[config.mk]
export PLATFORM = sky130hd
export DESIGN_NAME = usb_in_packer_flat
export DESIGN_NICKNAME = d
export VERILOG_FILES = /design/src/rtl/usb_in_packer_if.sv /design/src/rtl/usb_in_packer.sv /design/src/flat_wrapper.sv
export SDC_FILE = /design/constraint.sdc
export NUM_CORES = 1
export LEC_CHECK = 0
export BUFFER_PORTS_ARGS = -buffer_cell sky130_fd_sc_hd__buf_2
export CAP_MARGIN = 15
export CORE_MARGIN = 4
export CORE_UTILIZATION = 45
export DETAILED_ROUTE_END_ITERATION = 7
export PLACE_DENSITY = 0.66
export RECOVER_POWER = 100
export SYNTH_ARGS = -nofsm -noshare
export SYNTH_HDL_FRONTEND = slang
export SYNTH_SLANG_ARGS = --single-unit
[constraint.sdc]
create_clock -name clk_50 -period 7.8 [get_ports clk_50]
set_input_delay 1.56 -clock clk_50 [delete_from_list [all_inputs] [get_ports clk_50]]
set_output_delay 1.56 -clock clk_50 [all_outputs]
set_load 0.02 [all_outputs]
[src/rtl/usb_in_packer_if.sv]
// Stream-side and IN-endpoint-buffer-side signals of usb_in_packer.
// The slave modport is the packer; the master modport is whatever drives it.
interface usb_in_packer_if;
  logic [7:0] in_data;
  logic       in_valid;
  logic       in_ready;
  logic       flush;
  logic [8:0] buf_in_addr;
  logic [7:0] buf_in_data;
  logic       buf_in_wren;
  logic       buf_in_ready;
  logic       buf_in_commit;
  logic [9:0] buf_in_commit_len;
  logic       buf_in_commit_ack;
  logic       busy;
  logic [15:0] pkt_count;

  modport master (
    output in_data, in_valid, flush, buf_in_ready, buf_in_commit_ack,
    input  in_ready, buf_in_addr, buf_in_data, buf_in_wren, buf_in_commit,
           buf_in_commit_len, busy, pkt_count
  );

  modport slave (
    input  in_data, in_valid, flush, buf_in_ready, buf_in_commit_ack,
    output in_ready, buf_in_addr, buf_in_data, buf_in_wren, buf_in_commit,
           buf_in_commit_len, busy, pkt_count
  );
endinterface

[src/rtl/usb_in_packer.sv]
// Packs a byte stream into USB IN-endpoint packets, committing on full packet,
// flush or idle timeout through the buf_in_ready / commit / ack handshake.
module usb_in_packer #(
  parameter int MAX_LEN = 512,
  parameter int TIMEOUT = 50000
) (
  input logic             clk_50,
  input logic             reset,
  usb_in_packer_if.slave  io
);
  // state       | meaning
  // ST_IDLE     | waiting for the IN buffer to be free (ready_s)
  // ST_FILL     | accepting bytes into the buffer
  // ST_COMMIT   | commit request raised, waiting for ack_s
  // ST_WAIT_ACK | waiting for ack_s to return low
  typedef enum logic [1:0] {
    ST_IDLE     = 2'd0,
    ST_FILL     = 2'd1,
    ST_COMMIT   = 2'd2,
    ST_WAIT_ACK = 2'd3
  } state_t;

  localparam logic [9:0]  MAX_LEN_C  = 10'(MAX_LEN);
  localparam logic [15:0] TIMEOUT_C  = 16'(TIMEOUT);
  localparam bit          TIMEOUT_EN = (TIMEOUT != 0);

  state_t      state_q, state_d;
  logic [1:0]  ready_sync_q, ack_sync_q;
  logic        ready_s, ack_s;
  logic [9:0]  count_q;
  logic        commit_pend_q;
  logic [15:0] timer_q;
  logic [8:0]  addr_q;
  logic [7:0]  data_q;
  logic        wren_q;
  logic [9:0]  len_q;
  logic [15:0] pkt_count_q;

  logic in_ready_c, commit_c, busy_c;
  logic accept, count_nz, idle_tick, timer_hit, set_pend, commit_now;

  always_ff @(posedge clk_50 or posedge reset) begin
    if (reset) begin
      ready_sync_q <= '0;
      ack_sync_q   <= '0;
    end else begin
      ready_sync_q <= {ready_sync_q[0], io.buf_in_ready};
      ack_sync_q   <= {ack_sync_q[0], io.buf_in_commit_ack};
    end
  end

  assign ready_s = ready_sync_q[1];
  assign ack_s   = ack_sync_q[1];

  assign accept    = in_ready_c && io.in_valid;
  assign count_nz  = (count_q != 10'd0);
  assign idle_tick = (state_q == ST_FILL) && count_nz && !accept;
  // Firing one count early makes the commit land exactly TIMEOUT edges after the last byte.
  assign timer_hit = TIMEOUT_EN && idle_tick && (timer_q >= TIMEOUT_C - 16'd1);
  assign set_pend  = accept && ((count_q + 10'd1 == MAX_LEN_C) || io.flush);
  // With no byte in flight the commit can be raised on the very next edge.
  assign commit_now = idle_tick && !commit_pend_q && (io.flush || timer_hit);

  always_ff @(posedge clk_50 or posedge reset) begin
    if (reset) state_q <= ST_IDLE;
    else       state_q <= state_d;
  end

  always_comb begin
    state_d = state_q;
    case (state_q)
      ST_IDLE:     if (ready_s) state_d = ST_FILL;
      ST_FILL:     if (commit_pend_q || commit_now) state_d = ST_COMMIT;
      ST_COMMIT:   if (ack_s) state_d = ST_WAIT_ACK;
      ST_WAIT_ACK: if (!ack_s) state_d = ST_IDLE;
      default:     state_d = ST_IDLE;
    endcase
  end

  always_comb begin
    in_ready_c = 1'b0;
    commit_c   = 1'b0;
    busy_c     = 1'b1;
    case (state_q)
      ST_IDLE:   busy_c     = 1'b0;
      ST_FILL:   in_ready_c = (count_q < MAX_LEN_C) && !commit_pend_q;
      ST_COMMIT: commit_c   = 1'b1;
      default:   ;
    endcase
  end

  always_ff @(posedge clk_50 or posedge reset) begin
    if (reset) begin
      count_q       <= '0;
      commit_pend_q <= 1'b0;
      timer_q       <= '0;
      addr_q        <= '0;
      data_q        <= '0;
      wren_q        <= 1'b0;
      len_q         <= '0;
      pkt_count_q   <= '0;
    end else begin
      wren_q <= accept;
      if (accept) begin
        addr_q <= count_q[8:0];
        data_q <= io.in_data;
      end

      if (state_q != ST_FILL) count_q <= '0;
      else if (accept)        count_q <= count_q + 10'd1;

      if (state_q != ST_FILL || commit_pend_q) commit_pend_q <= 1'b0;
      else if (set_pend)                       commit_pend_q <= 1'b1;

      if (state_q != ST_FILL || accept)
        timer_q <= '0;
      else if (TIMEOUT_EN && idle_tick && timer_q != TIMEOUT_C)
        timer_q <= timer_q + 16'd1;

      if (state_q == ST_FILL && state_d == ST_COMMIT) len_q <= count_q;

      if (state_q == ST_COMMIT && ack_s) pkt_count_q <= pkt_count_q + 16'd1;
    end
  end

  assign io.in_ready          = in_ready_c;
  assign io.buf_in_addr       = addr_q;
  assign io.buf_in_data       = data_q;
  assign io.buf_in_wren       = wren_q;
  assign io.buf_in_commit     = commit_c;
  assign io.buf_in_commit_len = len_q;
  assign io.busy              = busy_c;
  assign io.pkt_count         = pkt_count_q;
endmodule

[src/flat_wrapper.sv]
// flat-port wrapper written by rule: the top's interface ports become plain ports
module usb_in_packer_flat 
#(
  parameter int MAX_LEN = 512,
  parameter int TIMEOUT = 50000
)
  (clk_50, reset, io_in_data, io_in_valid, io_flush, io_buf_in_ready, io_buf_in_commit_ack, io_in_ready, io_buf_in_addr, io_buf_in_data, io_buf_in_wren, io_buf_in_commit, io_buf_in_commit_len, io_busy, io_pkt_count);
  usb_in_packer_if io_i ();
  input logic clk_50;
  input logic reset;
  input wire logic [$bits(io_i.in_data)-1:0] io_in_data;
  input wire logic [$bits(io_i.in_valid)-1:0] io_in_valid;
  input wire logic [$bits(io_i.flush)-1:0] io_flush;
  input wire logic [$bits(io_i.buf_in_ready)-1:0] io_buf_in_ready;
  input wire logic [$bits(io_i.buf_in_commit_ack)-1:0] io_buf_in_commit_ack;
  output wire logic [$bits(io_i.in_ready)-1:0] io_in_ready;
  output wire logic [$bits(io_i.buf_in_addr)-1:0] io_buf_in_addr;
  output wire logic [$bits(io_i.buf_in_data)-1:0] io_buf_in_data;
  output wire logic [$bits(io_i.buf_in_wren)-1:0] io_buf_in_wren;
  output wire logic [$bits(io_i.buf_in_commit)-1:0] io_buf_in_commit;
  output wire logic [$bits(io_i.buf_in_commit_len)-1:0] io_buf_in_commit_len;
  output wire logic [$bits(io_i.busy)-1:0] io_busy;
  output wire logic [$bits(io_i.pkt_count)-1:0] io_pkt_count;
  assign io_i.in_data = io_in_data;
  assign io_i.in_valid = io_in_valid;
  assign io_i.flush = io_flush;
  assign io_i.buf_in_ready = io_buf_in_ready;
  assign io_i.buf_in_commit_ack = io_buf_in_commit_ack;
  assign io_in_ready = io_i.in_ready;
  assign io_buf_in_addr = io_i.buf_in_addr;
  assign io_buf_in_data = io_i.buf_in_data;
  assign io_buf_in_wren = io_i.buf_in_wren;
  assign io_buf_in_commit = io_i.buf_in_commit;
  assign io_buf_in_commit_len = io_i.buf_in_commit_len;
  assign io_busy = io_i.busy;
  assign io_pkt_count = io_i.pkt_count;
  usb_in_packer #(.MAX_LEN(MAX_LEN), .TIMEOUT(TIMEOUT)) u_core (.clk_50(clk_50), .reset(reset), .io(io_i));
endmodule
==> results of run 1 <==
## worst max-delay path, stage by stage
cell and delay, ps:
clkbuf_1 90, nor3b_1 500, nor2_1 380, a32o_1 340, a21oi_1 1110, mux2_2 430
## through the flow
step                      power (W)  setup WS, ps  hold slack [ps]  area, µm²  utilization (%)
after floorplan            0.000728          4270              331       3480                -
after detailed placement   0.000821          4060              335       3870             52.5
after global routing        0.00113          3220              365       3960             53.7
after global placement     0.000814          4160              335       3870             52.5
after CTS                   0.00108          4400              353       4040             54.8
final                       0.00106          3600              351       3960             53.7
## cell type report
type | instances | area, µm² | area share [%]
flip-flops and latches | 77 | 1930 | 48.7
multi-input cells | 207 | 1460 | 37.0
repair buffers | 61 | 248 | 6.26
clock buffers | 10 | 128 | 3.22
well taps | 99 | 124 | 3.13
clock inverters | 6 | 38.8 | 0.980
inverters | 8 | 30.0 | 0.759
## worst paths after layout
path | start | end
setup / recovery | io_in_valid | u_core.io.buf_in_commit_len[8]$_DFFE_PP0P_
hold / removal | u_core.ready_sync_q[0]$_DFF_PP0_ | u_core.ready_sync_q[1]$_DFF_PP0_
setup reg to reg | u_core.count_q[9]$_DFFE_PP0N_ | u_core.io.buf_in_commit_len[8]$_DFFE_PP0P_
hold reg to reg | u_core.ready_sync_q[0]$_DFF_PP0_ | u_core.ready_sync_q[1]$_DFF_PP0_
max in group asynchronous | reset | u_core.timer_q[0]$_DFFE_PP0P_
min in group asynchronous | reset | u_core.io.buf_in_commit_len[1]$_DFFE_PP0P_
## cells by family after synthesis
family / Yosys count / synth area share [%]
multiplexers: 29 / 10.3
AND/OR/NAND/NOR: 117 / 18.3
flip-flops: 77 / 55.3
XOR/XNOR: 26 / 6.54
buffers and inverters: 17 / 2.16
AO/OA/AOI/OAI: 30 / 5.64
adder cells (fa/ha/maj): 5 / 1.80
## power by group through the flow
| stage | clock (W) | sequential [W] | combinational [W] |
|---|---|---|---|
| floorplan | 0 | 0.000544 | 0.000184 |
| global placement | 0 | 0.000499 | 0.000315 |
| global route | 0.000286 | 0.000505 | 0.000336 |
| detailed placement | 0 | 0.000502 | 0.000319 |
| CTS | 0.000270 | 0.000494 | 0.000320 |
| finish | 0.000261 | 0.000496 | 0.000300 |
## per-layer routing
layer	wire length [µm]	share of wire [%]
met1	3510	51
met2	2850	42
met3	389	5.7
met4	70	1.0
met5	0	0
## synth_stat cells, types with 2 or more instances
library cell and number:
nand4_1 10, o211ai_1 6, mux2_4 9, or4_1 3
dfrtp_1 77, a21oi_1 5, nand2_1 31, o21ai_0 8
o31ai_1 3, and3_1 3, mux2i_1 2, xnor2_1 17
xor2_1 9, and2_1 2, clkbuf_1 5, ha_1 5
buf_2 2, and4_1 3, nand3_1 19, nor3_1 3
nor2_1 22, nor4_1 2, mux2_2 18, or3_1 5
inv_1 8
## sequential cells by signal (all words and copies together), names as in the netlist
signal / count
u_core.io.buf_in_data: 8
u_core.io.buf_in_commit_len: 10
u_core.state_q: 2
u_core.io.pkt_count: 16
u_core.ack_sync_q: 2
u_core.commit_pend_q: 1
u_core.ready_sync_q: 2
u_core.io.buf_in_wren: 1
u_core.io.buf_in_addr: 9
u_core.count_q: 10
u_core.timer_q: 16
## placed cells by master, fill, tap and decap left out, types with 3 or more instances in the layout
cell / instances
a21oi_1: 6
and3_1: 3
and4_1: 3
buf_2: 12
clkbuf_1: 49
clkbuf_8: 9
clkinv_2: 3
dfrtp_1: 77
ha_1: 5
inv_1: 8
mux2_2: 18
mux2_4: 9
nand2_1: 31
nand3_1: 19
nand4_1: 10
nor2_1: 23
nor3_1: 4
o211ai_1: 6
o21ai_0: 8
o31ai_1: 3
or3_1: 5
or4_1: 3
xnor2_1: 17
xor2_1: 9
==> impl_metrics.json, run 1 <==
{
  "rsz0062_at_grt": "false",
  "drive_above_1_share_pct": 16.3,
  "grtUsageMet2_pct": 22.4,
  "critPathKind": "in2reg",
  "grt_util_met3_pct": 3.36,
  "cts.clk_slew.worst_paths_ps": 70,
  "cts_buffer_depth": 2,
  "dp_cells": 452,
  "antenna_found_initial": 0,
  "use_met1_pct": 23.9,
  "worstHoldPathCells": 0,
  "grt_usage_pct": 16.0,
  "route.detailed.drc": 0,
  "crit_arrival_ps": 4430,
  "finalHoldViolations": 0,
  "ys_seq_elements": 77,
  "p_clk_share_pct": 24.7,
  "clock-sinks": 77,
  "diodes": 0,
  "post_cts_buffers": 0,
  "n_fill_cell": 682,
  "grt_pass1_wl_um": 11400,
  "grt-ovfl-total": 0,
  "grt_pass1_vias": 2375,
  "cts_buffers": 9,
  "drv_slew": 0,
  "timing.final.crit_share_pct": 53.9,
  "avgRoutedWirePerCell_um": 14.6,
  "syn_nets": 320,
  "postRouteWirelength_um": 6820,
  "htree_levels": 3,
  "required_ps": 8020,
  "power_frac_seq_pct": 46.9,
  "synth_cells": 301,
  "ys_warn_count": 0,
  "fin_cells": 468,
  "synth_largest_area_cell": "dfrtp_1",
  "finalCriticalPeriod_ps": 4200,
  "place.gp.congestion": 0.869,
  "synth_ff_type": "dfrtp_1",
  "worstMarginPinSlew_ps": 1470,
  "p_sw_w": 0.000387,
  "tritoncts": "yes",
  "clockRootBuffer": "clkbuf_8",
  "dr.first_iter.drc_count": 146,
  "hold_buffers": 0,
  "ys_top_cells_by_area": "dfrtp_1, mux2_2, xnor2_1",
  "antenna_left": 0,
  "syn-cell-area_um2": 3480,
  "power_density_nw_per_um2": 267,
  "ir_drop_uv": 156,
  "rrSetupSlack_ps": 4410,
  "hold_class": "reg2reg",
  "finalSetupViolCount": 0,
  "start_kind": "input port",
  "synthDistinctLibCells": 49,
  "start_util_pct": 47.2,
  "rr_worst_depth": 5,
  "relSlewSlack_pct": 1.72,
  "status": "finished clean",
  "clk_latency_ps": 340,
  "grt_max_degree": 78,
  "dp_hpwl_um": 4710,
  "synth_seq_area_share_pct": 55.3,
  "io_pins": 61,
  "dr_total_vias": 2440,
  "synth_edf_count": 0,
  "p_leak_nw": 1.78,
  "die_x_um": 96.0,
  "nets": 383,
  "synth.avg_cell_area_um2": 11.6,
  "synthArstFlopShare_pct": 100,
  "firstDrtPassIters": 4,
  "finalClockSkew_ps": 9.02,
  "switching_share_pct": 36.6,
  "port_buffers": 60,
  "busiest_layer": "met1",
  "maxCapViolCount": 0,
  "crit_path_max_fanout": 16,
  "max_freq_mhz": 238,
  "pwr-share-comb_pct": 28.4,
  "core_area_um2": 7370,
  "power.internal_w": 0.000670,
  "die_h_um": 96.0,
  "die-area_um2": 9210,
  "syn_to_final_growth_pct": 13.7,
  "row_count": 31,
  "ctsResizeCount": 0,
  "via_per_inst": 5.21,
  "tns_ps": 0,
  "yosysTopAreaCellShare_pct": 55.3,
  "cp-end-kind": "flop"
}
No activity file was read; power rests on OpenSTA's default activity.
==> run 2: changes to the inputs <==
==> constraint.sdc (replaced) <==
create_clock -name clk_50 -period 3.9 [get_ports clk_50]
set_input_delay 0.78 -clock clk_50 [delete_from_list [all_inputs] [get_ports clk_50]]
set_output_delay 0.78 -clock clk_50 [all_outputs]
set_load 0.02 [all_outputs]
==> impl_metrics.json, run 2 (synthesis gave the netlist of run 1 again) <==
{
  "cts.clk_slew.worst_paths_ps": 80,
  "grt_pass1_wl_um": 11700,
  "max_freq_mhz": 356,
  "hold_buffers": 0,
  "power.internal_w": 0.00140,
  "clk_latency_ps": 340,
  "worstMarginPinSlew_ps": 1510,
  "grt-ovfl-total": 0,
  "place.gp.congestion": 0.823,
  "cp-end-kind": "flop",
  "nets": 385,
  "finalCriticalPeriod_ps": 2810,
  "power_density_nw_per_um2": 549,
  "hold_class": "reg2reg",
  "path_delay_family": "simple AND/OR/NAND/NOR gates",
  "die_x_um": 96.0,
  "antenna_left": 0,
  "status": "finished with violations",
  "p_clk_share_pct": 27.4,
  "io_pins": 61,
  "pwr-share-comb_pct": 27.2,
  "die_h_um": 96.0,
  "antenna_found_initial": 0,
  "regArea_um2": 1930,
  "drive_above_1_share_pct": 14.3,
  "dr_total_vias": 2507,
  "start_util_pct": 47.2,
  "tns_ps": 0,
  "crit_start": "u_core.state_q[1]$_DFF_PP0_",
  "cp_slowest_cell": "nor2_1",
  "cts_buffers": 9,
  "n_fill_cell": 704,
  "timing.final.crit_share_pct": 72.1,
  "p_sw_w": 0.000776,
  "final_common_cell": "dfrtp_1",
  "required_ps": 4120,
  "min_from": "u_core.ack_sync_q[0]$_DFF_PP0_",
  "maxCapViolCount": 1,
  "finalClockSkew_ps": 8.84,
  "avgRoutedWirePerCell_um": 15.0,
  "multi_input_area_um2": 1430,
  "final_cell_mix": "dfrtp_1, clkbuf_1, nand2_1",
  "core_area_um2": 7370,
  "critPathKind": "reg2reg",
  "ir_drop_uv": 430,
  "postRouteWirelength_um": 7040,
  "clockRootBuffer": "clkbuf_8",
  "route.detailed.drc": 0,
  "clock-sinks": 77,
  "grt_pass1_vias": 2490,
  "start_kind": "flop",
  "grt_usage_pct": 16.4,
  "violations": "capacitance limit, slew limit",
  "row_count": 31,
  "cp.buffers_inverters": 1,
  "post_cts_buffers": 0,
  "rsz0062_at_grt": "false",
  "r2r_start": "u_core.state_q[1]$_DFF_PP0_",
  "crit_arrival_ps": 3030,
  "crit_path_max_fanout": 16,
  "diodes": 0,
  "via_per_inst": 5.33,
  "grt_max_degree": 32,
  "cpPeakStageDelay_ps": 850,
  "dp_cells": 454,
  "tritoncts": "yes",
  "p_leak_nw": 1.78,
  "whs_ps": 367,
  "htree_levels": 3,
  "relSlewSlack_pct": -0.519,
  "drv_slew": 29,
  "syn_to_final_growth_pct": 13.8,
  "firstDrtPassIters": 4,
  "switching_share_pct": 35.7,
  "port_buffers": 60,
  "die-area_um2": 9210,
  "finalHoldViolations": 0,
  "dr.first_iter.drc_count": 115,
  "power_frac_seq_pct": 45.4,
  "finalPower_w": 0.00218,
  "fin_cells": 470,
  "finalSetupViolCount": 0,
  "cts_buffer_depth": 2,
  "dp_hpwl_um": 5020,
  "crit_path_cell_trace": "nand2b_1 > nor2_1 > and2_0 > a21oi_1 > buf_4 > mux2_1",
  "ctsResizeCount": 0
}
[run 2: per-layer routing]
metal	share of wire [%]	track usage [%]
met5	0	0
met4	1.3	5.69
met3	6.6	4.53
met2	43	24.1
met1	49	23.2
[run 2: power by group through the flow]
stage | sequential [W] | clock, W | combinational [W]
finish | 0.000987 | 0.000595 | 0.000592
global route | 0.00101 | 0.000654 | 0.000665
detailed placement | 0.00100 | 0 | 0.000646
floorplan | 0.00109 | 0 | 0.000368
CTS | 0.000987 | 0.000614 | 0.000648
global placement | 0.000998 | 0 | 0.000634
[run 2: path summary, 6_finish.rpt]
path | to | slack, ps | cells past startpoint
max | u_core.io.buf_in_commit_len[2]$_DFFE_PP0P_ | 1090 | 6
min | u_core.ack_sync_q[1]$_DFF_PP0_ | 370 | 0
max reg2reg | u_core.io.buf_in_commit_len[2]$_DFFE_PP0P_ | 1090 | 6
min reg2reg | u_core.ack_sync_q[1]$_DFF_PP0_ | 370 | 0
max in group asynchronous | u_core.timer_q[12]$_DFFE_PP0P_ | 1220 | 3
min in group asynchronous | u_core.io.buf_in_addr[0]$_DFFE_PP0P_ | 720 | 2
[run 2: area by class of cell]
cell class	count	share of cell area [%]
inverters	8	0.758
repair buffers	63	6.47
flip-flops and latches	77	48.6
multi-input cells	207	36.0
well taps	99	3.13
clock inverters	7	1.86
clock buffers	9	3.13
[run 2: through the flow]
stage	setup WS, ps	area (µm²)	util, %
finish	1090	3960	53.8
detailed placement	1310	3880	52.7
global placement	1390	3880	52.7
floorplan	1150	3480	-
global route	662	3960	53.8
CTS	1390	4080	55.4
